--- config.mk ---
export PLATFORM = sky130hd
export DESIGN_NAME = spi_arbiter_flat
export DESIGN_NICKNAME = d
export VERILOG_FILES = /design/src/rtl/spi_arbiter_if.sv /design/src/rtl/spi_arbiter.sv /design/src/flat_wrapper.sv
export SDC_FILE = /design/constraint.sdc
export NUM_CORES = 1
export LEC_CHECK = 0
export ABC_CLOCK_PERIOD_IN_PS = 1650
export BUFFER_PORTS_ARGS = -buffer_cell sky130_fd_sc_hd__buf_2
export CAP_MARGIN = 10
export CELL_PAD_IN_SITES_DETAIL_PLACEMENT = 1
export CELL_PAD_IN_SITES_GLOBAL_PLACEMENT = 2
export CORE_MARGIN = 5
export CORE_UTILIZATION = 26
export DETAILED_ROUTE_END_ITERATION = 10
export PLACE_DENSITY_LB_ADDON = 0.12
export SLEW_MARGIN = 10
export SYNTH_ARGS = -nofsm -noshare
export SYNTH_HDL_FRONTEND = slang
export SYNTH_SLANG_ARGS = --single-unit
export TNS_END_PERCENT = 1
--- constraint.sdc ---
create_clock -name clk -period 1.65 [get_ports clk]
set_input_delay 0.165 -clock clk [delete_from_list [all_inputs] [get_ports clk]]
set_output_delay 0.165 -clock clk [all_outputs]
set_load 0.005 [all_outputs]
--- src/rtl/spi_arbiter_if.sv ---
// Request/response and SPI-driver handshake bundle for spi_arbiter.
// The slave modport is the arbiter's view; master is the requesters plus driver.
interface spi_arbiter_if #(
  parameter int NUM_REQ = 4
);
  logic [NUM_REQ-1:0]   req;
  logic [NUM_REQ*8-1:0] req_data;
  logic [NUM_REQ-1:0]   gnt;
  logic [NUM_REQ-1:0]   rsp_valid;
  logic [7:0]           rsp_data;
  logic                 rsp_err;
  logic                 drv_start;
  logic [7:0]           drv_data_in;
  logic                 drv_en;
  logic [7:0]           drv_data_out;

  modport slave (
    input  req, req_data, drv_en, drv_data_out,
    output gnt, rsp_valid, rsp_data, rsp_err, drv_start, drv_data_in
  );

  modport master (
    output req, req_data, drv_en, drv_data_out,
    input  gnt, rsp_valid, rsp_data, rsp_err, drv_start, drv_data_in
  );
endinterface

--- src/rtl/spi_arbiter.sv ---
// Round-robin arbiter sharing one SPI byte driver among NUM_REQ requesters.
// Define SPI_ARB_TIMEOUT_EN to add a transfer watchdog that reports rsp_err.
module spi_arbiter #(
  parameter int NUM_REQ        = 4,
  parameter int TIMEOUT_CYCLES = 1023
) (
  input  logic         clk,
  input  logic         rst,
  spi_arbiter_if.slave bus
);
  localparam int PTR_W = (NUM_REQ > 1) ? $clog2(NUM_REQ) : 1;

  typedef enum logic [2:0] {IDLE, ISSUE, WAIT_BUSY, WAIT_DONE, RESP} state_t;

  state_t             state_q, state_d;
  logic [PTR_W-1:0]   ptr_q, ptr_d;
  logic [PTR_W-1:0]   win_q, win_d;
  logic [NUM_REQ-1:0] gnt_q, gnt_d;
  logic [NUM_REQ-1:0] rsp_valid_q, rsp_valid_d;
  logic [7:0]         rsp_data_q, rsp_data_d;
  logic [7:0]         drv_data_q, drv_data_d;
  logic               drv_start_q, drv_start_d;
  logic [PTR_W-1:0]   rr_win;
  logic [7:0]         req_byte [NUM_REQ];

  generate
    for (genvar gi = 0; gi < NUM_REQ; gi++) begin : g_unpack
      assign req_byte[gi] = bus.req_data[8*gi +: 8];
    end
  endgenerate

  // Scan from the farthest offset down so the requester closest to ptr wins.
  always_comb begin
    int               idx;
    logic [PTR_W-1:0] idx_w;
    rr_win = ptr_q;
    idx    = 0;
    idx_w  = '0;
    for (int k = NUM_REQ - 1; k >= 0; k--) begin
      idx   = (int'(ptr_q) + k) % NUM_REQ;
      idx_w = idx[PTR_W-1:0];
      if (bus.req[idx_w]) rr_win = idx_w;
    end
  end

`ifdef SPI_ARB_TIMEOUT_EN
  localparam int WD_W = $clog2(TIMEOUT_CYCLES + 1);
  logic [WD_W-1:0] wd_q, wd_d;
  logic            rsp_err_q, rsp_err_d;
  logic            wd_expired;
  assign wd_expired  = (wd_q == WD_W'(TIMEOUT_CYCLES - 1));
  assign bus.rsp_err = rsp_err_q;
`else
  assign bus.rsp_err = 1'b0;
`endif

  always_comb begin
    state_d     = state_q;
    ptr_d       = ptr_q;
    win_d       = win_q;
    gnt_d       = gnt_q;
    rsp_valid_d = '0;
    rsp_data_d  = rsp_data_q;
    drv_data_d  = drv_data_q;
    drv_start_d = 1'b0;
`ifdef SPI_ARB_TIMEOUT_EN
    wd_d        = wd_q;
    rsp_err_d   = rsp_err_q;
`endif
    unique case (state_q)
      IDLE: begin
        if (|bus.req) begin
          win_d       = rr_win;
          gnt_d       = NUM_REQ'(1) << rr_win;
          drv_data_d  = req_byte[rr_win];
          drv_start_d = 1'b1;
          state_d     = ISSUE;
        end
      end
      ISSUE: begin
        state_d = WAIT_BUSY;
`ifdef SPI_ARB_TIMEOUT_EN
        wd_d    = '0;
`endif
      end
      WAIT_BUSY: begin
        if (!bus.drv_en) state_d = WAIT_DONE;
`ifdef SPI_ARB_TIMEOUT_EN
        wd_d = wd_q + 1'b1;
        if (wd_expired) begin
          state_d     = RESP;
          rsp_valid_d = gnt_q;
          rsp_data_d  = 8'h00;
          rsp_err_d   = 1'b1;
        end
`endif
      end
      WAIT_DONE: begin
        // A real completion takes precedence over a watchdog expiring the same cycle.
        if (bus.drv_en) begin
          state_d     = RESP;
          rsp_valid_d = gnt_q;
          rsp_data_d  = bus.drv_data_out;
`ifdef SPI_ARB_TIMEOUT_EN
          rsp_err_d   = 1'b0;
        end else if (wd_expired) begin
          state_d     = RESP;
          rsp_valid_d = gnt_q;
          rsp_data_d  = 8'h00;
          rsp_err_d   = 1'b1;
        end else begin
          wd_d = wd_q + 1'b1;
`endif
        end
      end
      RESP: begin
        gnt_d   = '0;
        ptr_d   = (win_q == PTR_W'(NUM_REQ - 1)) ? '0 : win_q + 1'b1;
        state_d = IDLE;
      end
      default: state_d = IDLE;
    endcase
  end

  always_ff @(posedge clk or posedge rst) begin
    if (rst) begin
      state_q     <= IDLE;
      ptr_q       <= '0;
      win_q       <= '0;
      gnt_q       <= '0;
      rsp_valid_q <= '0;
      rsp_data_q  <= 8'h00;
      drv_data_q  <= 8'h00;
      drv_start_q <= 1'b0;
`ifdef SPI_ARB_TIMEOUT_EN
      wd_q        <= '0;
      rsp_err_q   <= 1'b0;
`endif
    end else begin
      state_q     <= state_d;
      ptr_q       <= ptr_d;
      win_q       <= win_d;
      gnt_q       <= gnt_d;
      rsp_valid_q <= rsp_valid_d;
      rsp_data_q  <= rsp_data_d;
      drv_data_q  <= drv_data_d;
      drv_start_q <= drv_start_d;
`ifdef SPI_ARB_TIMEOUT_EN
      wd_q        <= wd_d;
      rsp_err_q   <= rsp_err_d;
`endif
    end
  end

  assign bus.gnt         = gnt_q;
  assign bus.rsp_valid   = rsp_valid_q;
  assign bus.rsp_data    = rsp_data_q;
  assign bus.drv_start   = drv_start_q;
  assign bus.drv_data_in = drv_data_q;
endmodule

--- src/flat_wrapper.sv ---
// flat-port wrapper written by rule: the top's interface ports become plain ports
module spi_arbiter_flat 
#(
  parameter int NUM_REQ        = 4,
  parameter int TIMEOUT_CYCLES = 1023
)
  (clk, rst, bus_req, bus_req_data, bus_drv_en, bus_drv_data_out, bus_gnt, bus_rsp_valid, bus_rsp_data, bus_rsp_err, bus_drv_start, bus_drv_data_in);
  spi_arbiter_if #(.NUM_REQ(NUM_REQ)) bus_i ();
  input  logic clk;
  input  logic rst;
  input wire logic [$bits(bus_i.req)-1:0] bus_req;
  input wire logic [$bits(bus_i.req_data)-1:0] bus_req_data;
  input wire logic [$bits(bus_i.drv_en)-1:0] bus_drv_en;
  input wire logic [$bits(bus_i.drv_data_out)-1:0] bus_drv_data_out;
  output wire logic [$bits(bus_i.gnt)-1:0] bus_gnt;
  output wire logic [$bits(bus_i.rsp_valid)-1:0] bus_rsp_valid;
  output wire logic [$bits(bus_i.rsp_data)-1:0] bus_rsp_data;
  output wire logic [$bits(bus_i.rsp_err)-1:0] bus_rsp_err;
  output wire logic [$bits(bus_i.drv_start)-1:0] bus_drv_start;
  output wire logic [$bits(bus_i.drv_data_in)-1:0] bus_drv_data_in;
  assign bus_i.req = bus_req;
  assign bus_i.req_data = bus_req_data;
  assign bus_i.drv_en = bus_drv_en;
  assign bus_i.drv_data_out = bus_drv_data_out;
  assign bus_gnt = bus_i.gnt;
  assign bus_rsp_valid = bus_i.rsp_valid;
  assign bus_rsp_data = bus_i.rsp_data;
  assign bus_rsp_err = bus_i.rsp_err;
  assign bus_drv_start = bus_i.drv_start;
  assign bus_drv_data_in = bus_i.drv_data_in;
  spi_arbiter #(.NUM_REQ(NUM_REQ), .TIMEOUT_CYCLES(TIMEOUT_CYCLES)) u_core (.clk(clk), .rst(rst), .bus(bus_i));
endmodule
==> impl_metrics.json, run 1 <==
{
  "r2r_cells": 6,
  "sequentialPowerShare_pct": 31.7,
  "rr_endpoint": "u_core.bus.drv_data_in[4]$_DFFE_PP0P_",
  "drive_gt1_share_pct": 55.8,
  "totalWireLength_mm": 5.50,
  "min_period_over_period_pct": 98.2,
  "number_of_synthesized_flops_with_an_enable_pin": 0,
  "detailroute.via_count": 1575,
  "grt_overflow_total": 0,
  "boundaryPins": 73,
  "yosys_register_bits": 32,
  "synth_top_cell_area_share_pct": 45.3,
  "detail_route.wl_per_cell_um": 17.6,
  "post-synth-top-count-cell": "sky130_fd_sc_hd__dfrtp_1",
  "cap_violations": 0,
  "post-route-worst-setup-slack_ns": 0.0304,
  "yosys.cell_types.count": 34,
  "total_switching_power_mw": 1.54,
  "grt_first_pass_wirelength_mm": 8.98,
  "hold_slack_ns": 0.118,
  "tot_gr_track_use_pct": 13.2,
  "rsz_0062_raised_after_global_routing": "true",
  "cts.htree.levels": 2,
  "synth_common_cells": "sky130_fd_sc_hd__dfrtp_1 (32), sky130_fd_sc_hd__o31a_1 (16), sky130_fd_sc_hd__nand2_1 (12), sky130_fd_sc_hd__mux2_2 (9)",
  "power_share_of_the_clock_group_pct": 20.0,
  "min_path_type": "in -> reg",
  "power.leakage_nw": 1.15,
  "worst-r2r-setup-slack_ns": 0.03,
  "numPortBuffers": 71,
  "postLayoutCellArea_mm2": 0.00246,
  "drc_errors": 0,
  "cts_buffers": 5,
  "ctsRootBufferMaster": "sky130_fd_sc_hd__clkbuf_8",
  "effective_utilization_at_floorplan_pct": 26.3,
  "critical_path.n_buffers_inverters": 1,
  "power_report.internal_total_mw": 2.64,
  "synth_sequential_area_ratio_pct": 45.3,
  "timing.setup.tns_ns": 0,
  "startpoint_type": "register",
  "slew_viol_final": 0,
  "grt_max_degree": 33,
  "worst-setup-path-type": "reg -> reg",
  "drt_first_pass_iters": 4,
  "async_reset_ff_share_pct": 100,
  "maxClockFrequency_mhz": 617,
  "finalSetupViolations": 0,
  "synth.net_count": 199,
  "post_drt_via_cell_ratio": 5.03,
  "synth_area_per_cell_um2": 11.7,
  "timing.hold.worst_endpoint": "u_core.bus.rsp_data[0]$_DFFE_PP0P_",
  "drt.antenna.violating_nets": 0,
  "run_status": "complete, no violations",
  "design.die.area_mm2": 0.00854,
  "power_density_mw_per_mm2": 1700,
  "clk_transition_reported_paths_ns": 0.07,
  "insertedDiodeCount": 0,
  "hpwl_mm": 4.03,
  "cpMaxStageDelayCell": "sky130_fd_sc_hd__dfrtp_2",
  "final_hold_viol_count": 0,
  "critical_path.cell_chain": "a21bo_2, a21oi_4, nor3_4, buf_4, a211oi_1, o31ai_2",
  "initialDrtViolationCount": 39,
  "via_count_of_the_first_global_routing_pass": 1749,
  "syn-cell-area_mm2": 0.00177,
  "post-synth-top-area-cell": "sky130_fd_sc_hd__dfrtp_1",
  "critical_path.reg2reg.startpoint": "u_core.ptr_q[1]$_DFFE_PP0P_",
  "dominantRegCellSynth": "sky130_fd_sc_hd__dfrtp_1",
  "min_from": "bus_drv_data_out[0]",
  "yosys_warnings": 0,
  "worstPathRequired_ns": 1.81,
  "netlist_instances": 151,
  "layout_min_cycle_time_ns": 1.62,
  "path_delay_family": "compound AO/OA/AOI/OAI gates",
  "detailedPlace.worstSlack_ns": -0.388,
  "critical_path.endpoint_type": "register",
  "fillCellCount": 753,
  "worst_path_largest_cell_delay_ns": 0.45,
  "netSwitchingFraction_pct": 36.9,
  "final_weighted_congestion_of_routability_driven_global_placement": 0.683,
  "num_rows": 30,
  "clock_sink_count": 32,
  "cts_buffer_depth": 2,
  "sequential_cell_area_um2": 802,
  "final_net_count": 280,
  "combinationalPowerShare_pct": 48.3,
  "multiInputGateArea_um2": 902,
  "clock-skew-final_ns": 0.00659,
  "placeableCoreArea_mm2": 0.00672,
  "fp.dieW_um": 92.4,
  "placed_cell_area_mm2": 0.00225,
  "die_h_um": 92.4,
  "hold_path_depth": 2,
  "insertion_delay_ns": 0.28,
  "tritoncts": "yes",
  "critical_path_arrival_ns": 1.78,
  "area.growth.synth_to_final_pct": 39.3,
  "synth_top_cells_by_area": "sky130_fd_sc_hd__dfrtp_1 (45%), sky130_fd_sc_hd__o31a_1 (7.9%), sky130_fd_sc_hd__mux2_2 (5.7%), sky130_fd_sc_hd__a211oi_2 (5.7%), sky130_fd_sc_hd__o31ai_2 (5.7%)",
  "vdd_drop_max_mv": 0.522,
  "worstPathMaxFanout": 9,
  "antenna_found_initial": 0
}
==> per-stage QoR <==
stage | utilization [%] | power [mW] | cells
6_report | 36.6 | 4.18 | 313
5_1_grt | 36.6 | 4.50 | 313
3_3_place_gp | 33.5 | 3.21 | 301
3_5_place_dp | 33.5 | 3.31 | 301
4_1_cts | 36.3 | 4.23 | 313
2_1_floorplan | - | 2.54 | 151
==> cell usage in the layout (no fill, tap or decap), types with 5 or more instances in the layout <==
master,count
sky130_fd_sc_hd__dfrtp_1,31
sky130_fd_sc_hd__nand2_1,12
sky130_fd_sc_hd__mux2_2,9
sky130_fd_sc_hd__buf_4,8
sky130_fd_sc_hd__clkbuf_8,7
sky130_fd_sc_hd__a211oi_2,12
sky130_fd_sc_hd__inv_1,5
sky130_fd_sc_hd__o31a_1,16
sky130_fd_sc_hd__nand3_1,5
sky130_fd_sc_hd__o31ai_1,5
sky130_fd_sc_hd__buf_2,71
sky130_fd_sc_hd__o31ai_2,8
==> kinds of logic after synthesis <==
logic type	after synthesis	synth area share (%)
buf+inv	16	5.74
other cells	1	0.212
compound gates	54	30.4
mux	9	5.74
fa+ha+maj	1	0.708
simple gates	38	11.9
flops	32	45.3
==> flip-flops by register name, indices dropped and copies added, names as in the netlist <==
| signal | count |
|---|---|
| u_core.bus.rsp_valid | 4 |
| u_core.win_q | 2 |
| u_core.bus.gnt | 4 |
| u_core.bus.rsp_data | 8 |
| u_core.bus.drv_start | 1 |
| u_core.ptr_q | 2 |
| u_core.state_q | 3 |
| u_core.bus.drv_data_in | 8 |
==> power groups by stage <==
stage	sequential, mW	combinational [mW]	clock, mW
final	1.33	2.02	0.835
after floorplan	1.35	1.19	0
after CTS	1.34	2.03	0.858
after detailed placement	1.35	1.96	0
after global placement	1.33	1.88	0
after global routing	1.38	2.23	0.890
==> metal layers <==
layer  global-route usage [%]  share of wire (%)  vias to the layer above
met2                     24.0                 52                       50
met1                     15.8                 42                      793
met5                        0                  0                        -
met3                     3.01                5.2                        5
li1                         -                  -                      727
met4                     2.97                1.0                        0
==> how the worst max path moves through the flow <==
| stage | startpoint | end | slack [ns] | depth (start not counted) |
|---|---|---|---|---|
| floorplan | u_core.ptr_q[1]$_DFFE_PP0P_ | u_core.bus.drv_data_in[4]$_DFFE_PP0P_ | 0.08 | 6 |
| global placement | u_core.ptr_q[1]$_DFFE_PP0P_ | u_core.bus.drv_data_in[2]$_DFFE_PP0P_ | -0.27 | 5 |
| detailed placement | u_core.ptr_q[1]$_DFFE_PP0P_ | u_core.bus.drv_data_in[5]$_DFFE_PP0P_ | -0.39 | 5 |
| CTS | u_core.ptr_q[1]$_DFFE_PP0P_ | u_core.bus.drv_data_in[3]$_DFFE_PP0P_ | 0.004 | 6 |
| global route | u_core.ptr_q[1]$_DFFE_PP0P_ | u_core.bus.drv_data_in[1]$_DFFE_PP0P_ | -0.07 | 6 |
| finish | u_core.ptr_q[1]$_DFFE_PP0P_ | u_core.bus.drv_data_in[4]$_DFFE_PP0P_ | 0.03 | 6 |
==> timing repair <==
item	in CTS	in global routing
setup endpoints to repair	11	8
setup buffers	3	0
gates resized for setup	5	5
pin swaps	3	0
endpoints found under the hold margin	32	0
hold buffers	1	0
==> cell type report <==
cell class	instances	share of cell area (%)
Clock buffer	7	3.91
Clock inverter	1	1.22
Inverter	5	0.763
Multi-Input combinational cell	103	36.7
Sequential cell	32	32.6
Tap cell	80	4.07
Timing Repair Buffer	85	20.8
No activity file was read; power rests on OpenSTA's default activity.
==> run 2: changes to the inputs <==
- ABC_AREA: not set -> 1
- CORE_UTILIZATION: 26 -> 24
==> run 2 against run 1 <==
Sequential cell count stayed put. Utilization decreased by 2.3 points. First-iteration DRC count rose by 36%. Non-clock buffer count increased by 17. Critical endpoint is now u_core.bus.drv_data_in[2]$_DFFE_PP0P_. Clock skew down 0.0027 ns. Design area rose by 13%. The flow now finishes with violations (setup timing). Die area increased by 18%. Synthesized cell count is 77% higher. Routed wire length is 8.8% higher. Largest power group unchanged. Critical path depth increased by 10.
==> impl_metrics.json, run 2 <==
{
  "worst-r2r-setup-slack_ns": -0.17,
  "hold_path_depth": 3,
  "synth_area_per_cell_um2": 7.37,
  "synth_sequential_area_ratio_pct": 40.7,
  "drive_gt1_share_pct": 42.0,
  "min_period_over_period_pct": 110,
  "end_point_of_the_critical_path": "u_core.bus.drv_data_in[2]$_DFFE_PP0P_",
  "grt_first_pass_wirelength_mm": 10.2,
  "placed_cell_area_mm2": 0.00257,
  "cap_violations": 0,
  "final_net_count": 416,
  "totalWireLength_mm": 5.98,
  "insertedDiodeCount": 0,
  "rr_endpoint": "u_core.bus.drv_data_in[2]$_DFFE_PP0P_",
  "grt_max_degree": 33,
  "failing_checks": "setup timing",
  "detail_route.wl_per_cell_um": 12.6,
  "yosys.cell_types.count": 30,
  "layout_commonest_cell": "sky130_fd_sc_hd__nand2_1",
  "leading_cell_types_in_the_layout_fill_and_taps_excluded": "sky130_fd_sc_hd__nand2_1 (107), sky130_fd_sc_hd__buf_2 (71), sky130_fd_sc_hd__inv_1 (30), sky130_fd_sc_hd__dfrtp_1 (30), sky130_fd_sc_hd__buf_4 (28)",
  "post_drt_via_cell_ratio": 4.19,
  "dominant_combinational_cell_family_by_area_after_synthesis": "simple AND/OR/NAND/NOR gates",
  "drt_first_pass_iters": 4,
  "layout_min_cycle_time_ns": 1.82,
  "power.leakage_nw": 1.64,
  "startpoint_type": "register",
  "sequential_cell_area_um2": 803,
  "effective_utilization_at_floorplan_pct": 24.3,
  "hpwl_mm": 4.60,
  "worst-setup-path-type": "reg -> reg",
  "final_hold_viol_count": 0,
  "synth_compound_area_share_pct": 5.09,
  "worst_setup_path_startpoint": "u_core.ptr_q[0]$_DFFE_PP0P_",
  "boundaryPins": 73,
  "power_density_mw_per_mm2": 2070,
  "maxClockFrequency_mhz": 551,
  "synth_common_cells": "sky130_fd_sc_hd__nand2_1 (111), sky130_fd_sc_hd__dfrtp_1 (32), sky130_fd_sc_hd__inv_1 (30), sky130_fd_sc_hd__nand3_1 (23), sky130_fd_sc_hd__nor2_1 (10)",
  "synth_mux_area_share_pct": 0,
  "post-synth-top-count-cell": "sky130_fd_sc_hd__nand2_1",
  "detailroute.via_count": 1985,
  "critical_path_arrival_ns": 1.99,
  "tot_gr_track_use_pct": 12.7,
  "min_path_type": "in -> reg",
  "initialDrtViolationCount": 53,
  "cts_buffer_depth": 2,
  "placed_cells_incl_taps": 458,
  "placeableCoreArea_mm2": 0.00809,
  "finalSetupViolations": 13,
  "drc_errors": 0,
  "tritoncts": "yes",
  "design_power_total_mw": 5.76,
  "run_status": "complete, but fails checks",
  "final_weighted_congestion_of_routability_driven_global_placement": 0.721,
  "via_count_of_the_first_global_routing_pass": 2110,
  "design.die.area_mm2": 0.0101,
  "synth_adder_area_share_pct": 0.636,
  "antenna_found_initial": 0,
  "insertion_delay_ns": 0.28,
  "critical_path.reg2reg.startpoint": "u_core.ptr_q[0]$_DFFE_PP0P_",
  "vdd_drop_max_mv": 0.648,
  "fp.dieW_um": 101,
  "detailedPlace.worstSlack_ns": -0.303,
  "post-route-worst-setup-slack_ns": -0.166,
  "worstPathRequired_ns": 1.83,
  "synth_top_cells_by_area": "sky130_fd_sc_hd__dfrtp_1 (41%), sky130_fd_sc_hd__nand2_1 (21%), sky130_fd_sc_hd__nand3_1 (5.8%), sky130_fd_sc_hd__inv_1 (5.7%), sky130_fd_sc_hd__nand2_4 (5.1%)",
  "num_rows": 33,
  "synth.net_count": 315,
  "cts_buffers": 5,
  "critical_path.endpoint_type": "register",
  "postLayoutCellArea_mm2": 0.00278,
  "multiInputGateArea_um2": 982,
  "dominantRegCellSynth": "sky130_fd_sc_hd__dfrtp_1",
  "area.growth.synth_to_final_pct": 41.3,
  "numPortBuffers": 71,
  "cts.htree.levels": 2,
  "area_share_of_xor_xnor_cells_in_the_synthesized_design_pct": 0,
  "ctsRootBufferMaster": "sky130_fd_sc_hd__clkbuf_8",
  "rsz_0062_raised_after_global_routing": "true",
  "post-synth-top-area-cell": "sky130_fd_sc_hd__dfrtp_1",
  "post_synth_and_or_nand_nor_area_fraction_pct": 42.1,
  "yosys_warnings": 0,
  "syn-cell-area_mm2": 0.00197,
  "clk_transition_reported_paths_ns": 0.07,
  "clock_sink_count": 32,
  "yosys_register_bits": 32,
  "die_h_um": 101,
  "drt.antenna.violating_nets": 0,
  "r2r_cells": 16,
  "netlist_instances": 267,
  "worstPathMaxFanout": 18,
  "clock-skew-final_ns": 0.00388,
  "fillCellCount": 1069,
  "finalNonFillerCells": 474,
  "async_reset_ff_share_pct": 100,
  "synth_top_cell_area_share_pct": 40.7,
  "slew_viol_final": 0,
  "number_of_synthesized_flops_with_an_enable_pin": 0,
  "grt_overflow_total": 0
}
## run 2: changes by cell type after synthesis, sizes merged, moves of 7 or more
cell	delta
mux2	-9
nand3	+26
nand2	+115
nor2	+7
a211oi	-16
o31a	-16
o31ai	-12
inv	+32
## run 2: what timing repair did
action                                  in CTS  in global routing
pin swaps                                    1                  1
resized for setup                           10                  5
endpoints found under the hold margin       32                  0
setup buffers                                1                  6
hold buffers                                 1                  0
endpoints found under the setup margin      14                 14
## run 2: power breakdown
part	internal (mW)	switching, mW
combinational	1.60	2.07
clock	0.448	0.305
sequential	1.13	0.212
## run 2: final cells by class
type                            count  area share (%)
Multi-Input combinational cell    188            35.3
Sequential cell                    32            28.9
Timing Repair Buffer              102            21.8
Inverter                           39            5.36
Tap cell                          105            4.73
Clock buffer                        6            2.61
Clock inverter                      2            1.26
## run 2: worst min path at each step
stage / slack (ns) / from / end
floorplan: 0.27 / bus_drv_en / u_core.state_q[0]$_DFFE_PP0P_
global placement: 0.29 / rst / u_core.bus.rsp_valid[0]$_DFF_PP0_
detailed placement: 0.29 / rst / u_core.bus.rsp_valid[0]$_DFF_PP0_
CTS: 0.07 / bus_drv_data_out[2] / u_core.bus.rsp_data[2]$_DFFE_PP0P_
global route: 0.06 / bus_drv_data_out[6] / u_core.bus.rsp_data[6]$_DFFE_PP0P_
finish: 0.08 / bus_drv_data_out[5] / u_core.bus.rsp_data[5]$_DFFE_PP0P_
## run 2: kinds of logic after synthesis
logic type / after synthesis
other cells: 1
flops: 32
buf+inv: 47
fa+ha+maj: 1
compound gates: 14
simple gates: 172
## run 2: per-stage QoR
step / utilization [%] / TNS (ns) / hold WS, ns
floorplan: - / -0.0768 / 0.274
global placement: 31.8 / -2.75 / 0.290
detailed placement: 31.8 / -3.47 / 0.291
CTS: 33.7 / -1.43 / 0.0739
global route: 34.4 / -3.46 / 0.0644
finish: 34.4 / -1.29 / 0.0837
## run 2: critical path: stages, from the launching register on
cell and delay [ns]:
sky130_fd_sc_hd__dfrtp_2 0.44, sky130_fd_sc_hd__buf_4 0.16, sky130_fd_sc_hd__nand2_1 0.09, sky130_fd_sc_hd__nand3_1 0.09, sky130_fd_sc_hd__nand2_1 0.07, sky130_fd_sc_hd__inv_1 0.04
sky130_fd_sc_hd__nand2_2 0.06, sky130_fd_sc_hd__nand2_4 0.06, sky130_fd_sc_hd__nand2_2 0.07, sky130_fd_sc_hd__nand2_4 0.08, sky130_fd_sc_hd__nand2_8 0.15, sky130_fd_sc_hd__buf_4 0.15
sky130_fd_sc_hd__nand2_4 0.04, sky130_fd_sc_hd__nand3_2 0.04, sky130_fd_sc_hd__nand2_1 0.05, sky130_fd_sc_hd__nand2_1 0.05, sky130_fd_sc_hd__nand2_1 0.05
## run 2: layer usage
metal / GRT usage, % / part of all wire (%)
met4: 2.49 / 0.62
met2: 21.0 / 49
met3: 4.29 / 4.9
met1: 16.3 / 46
met5: 0 / 0
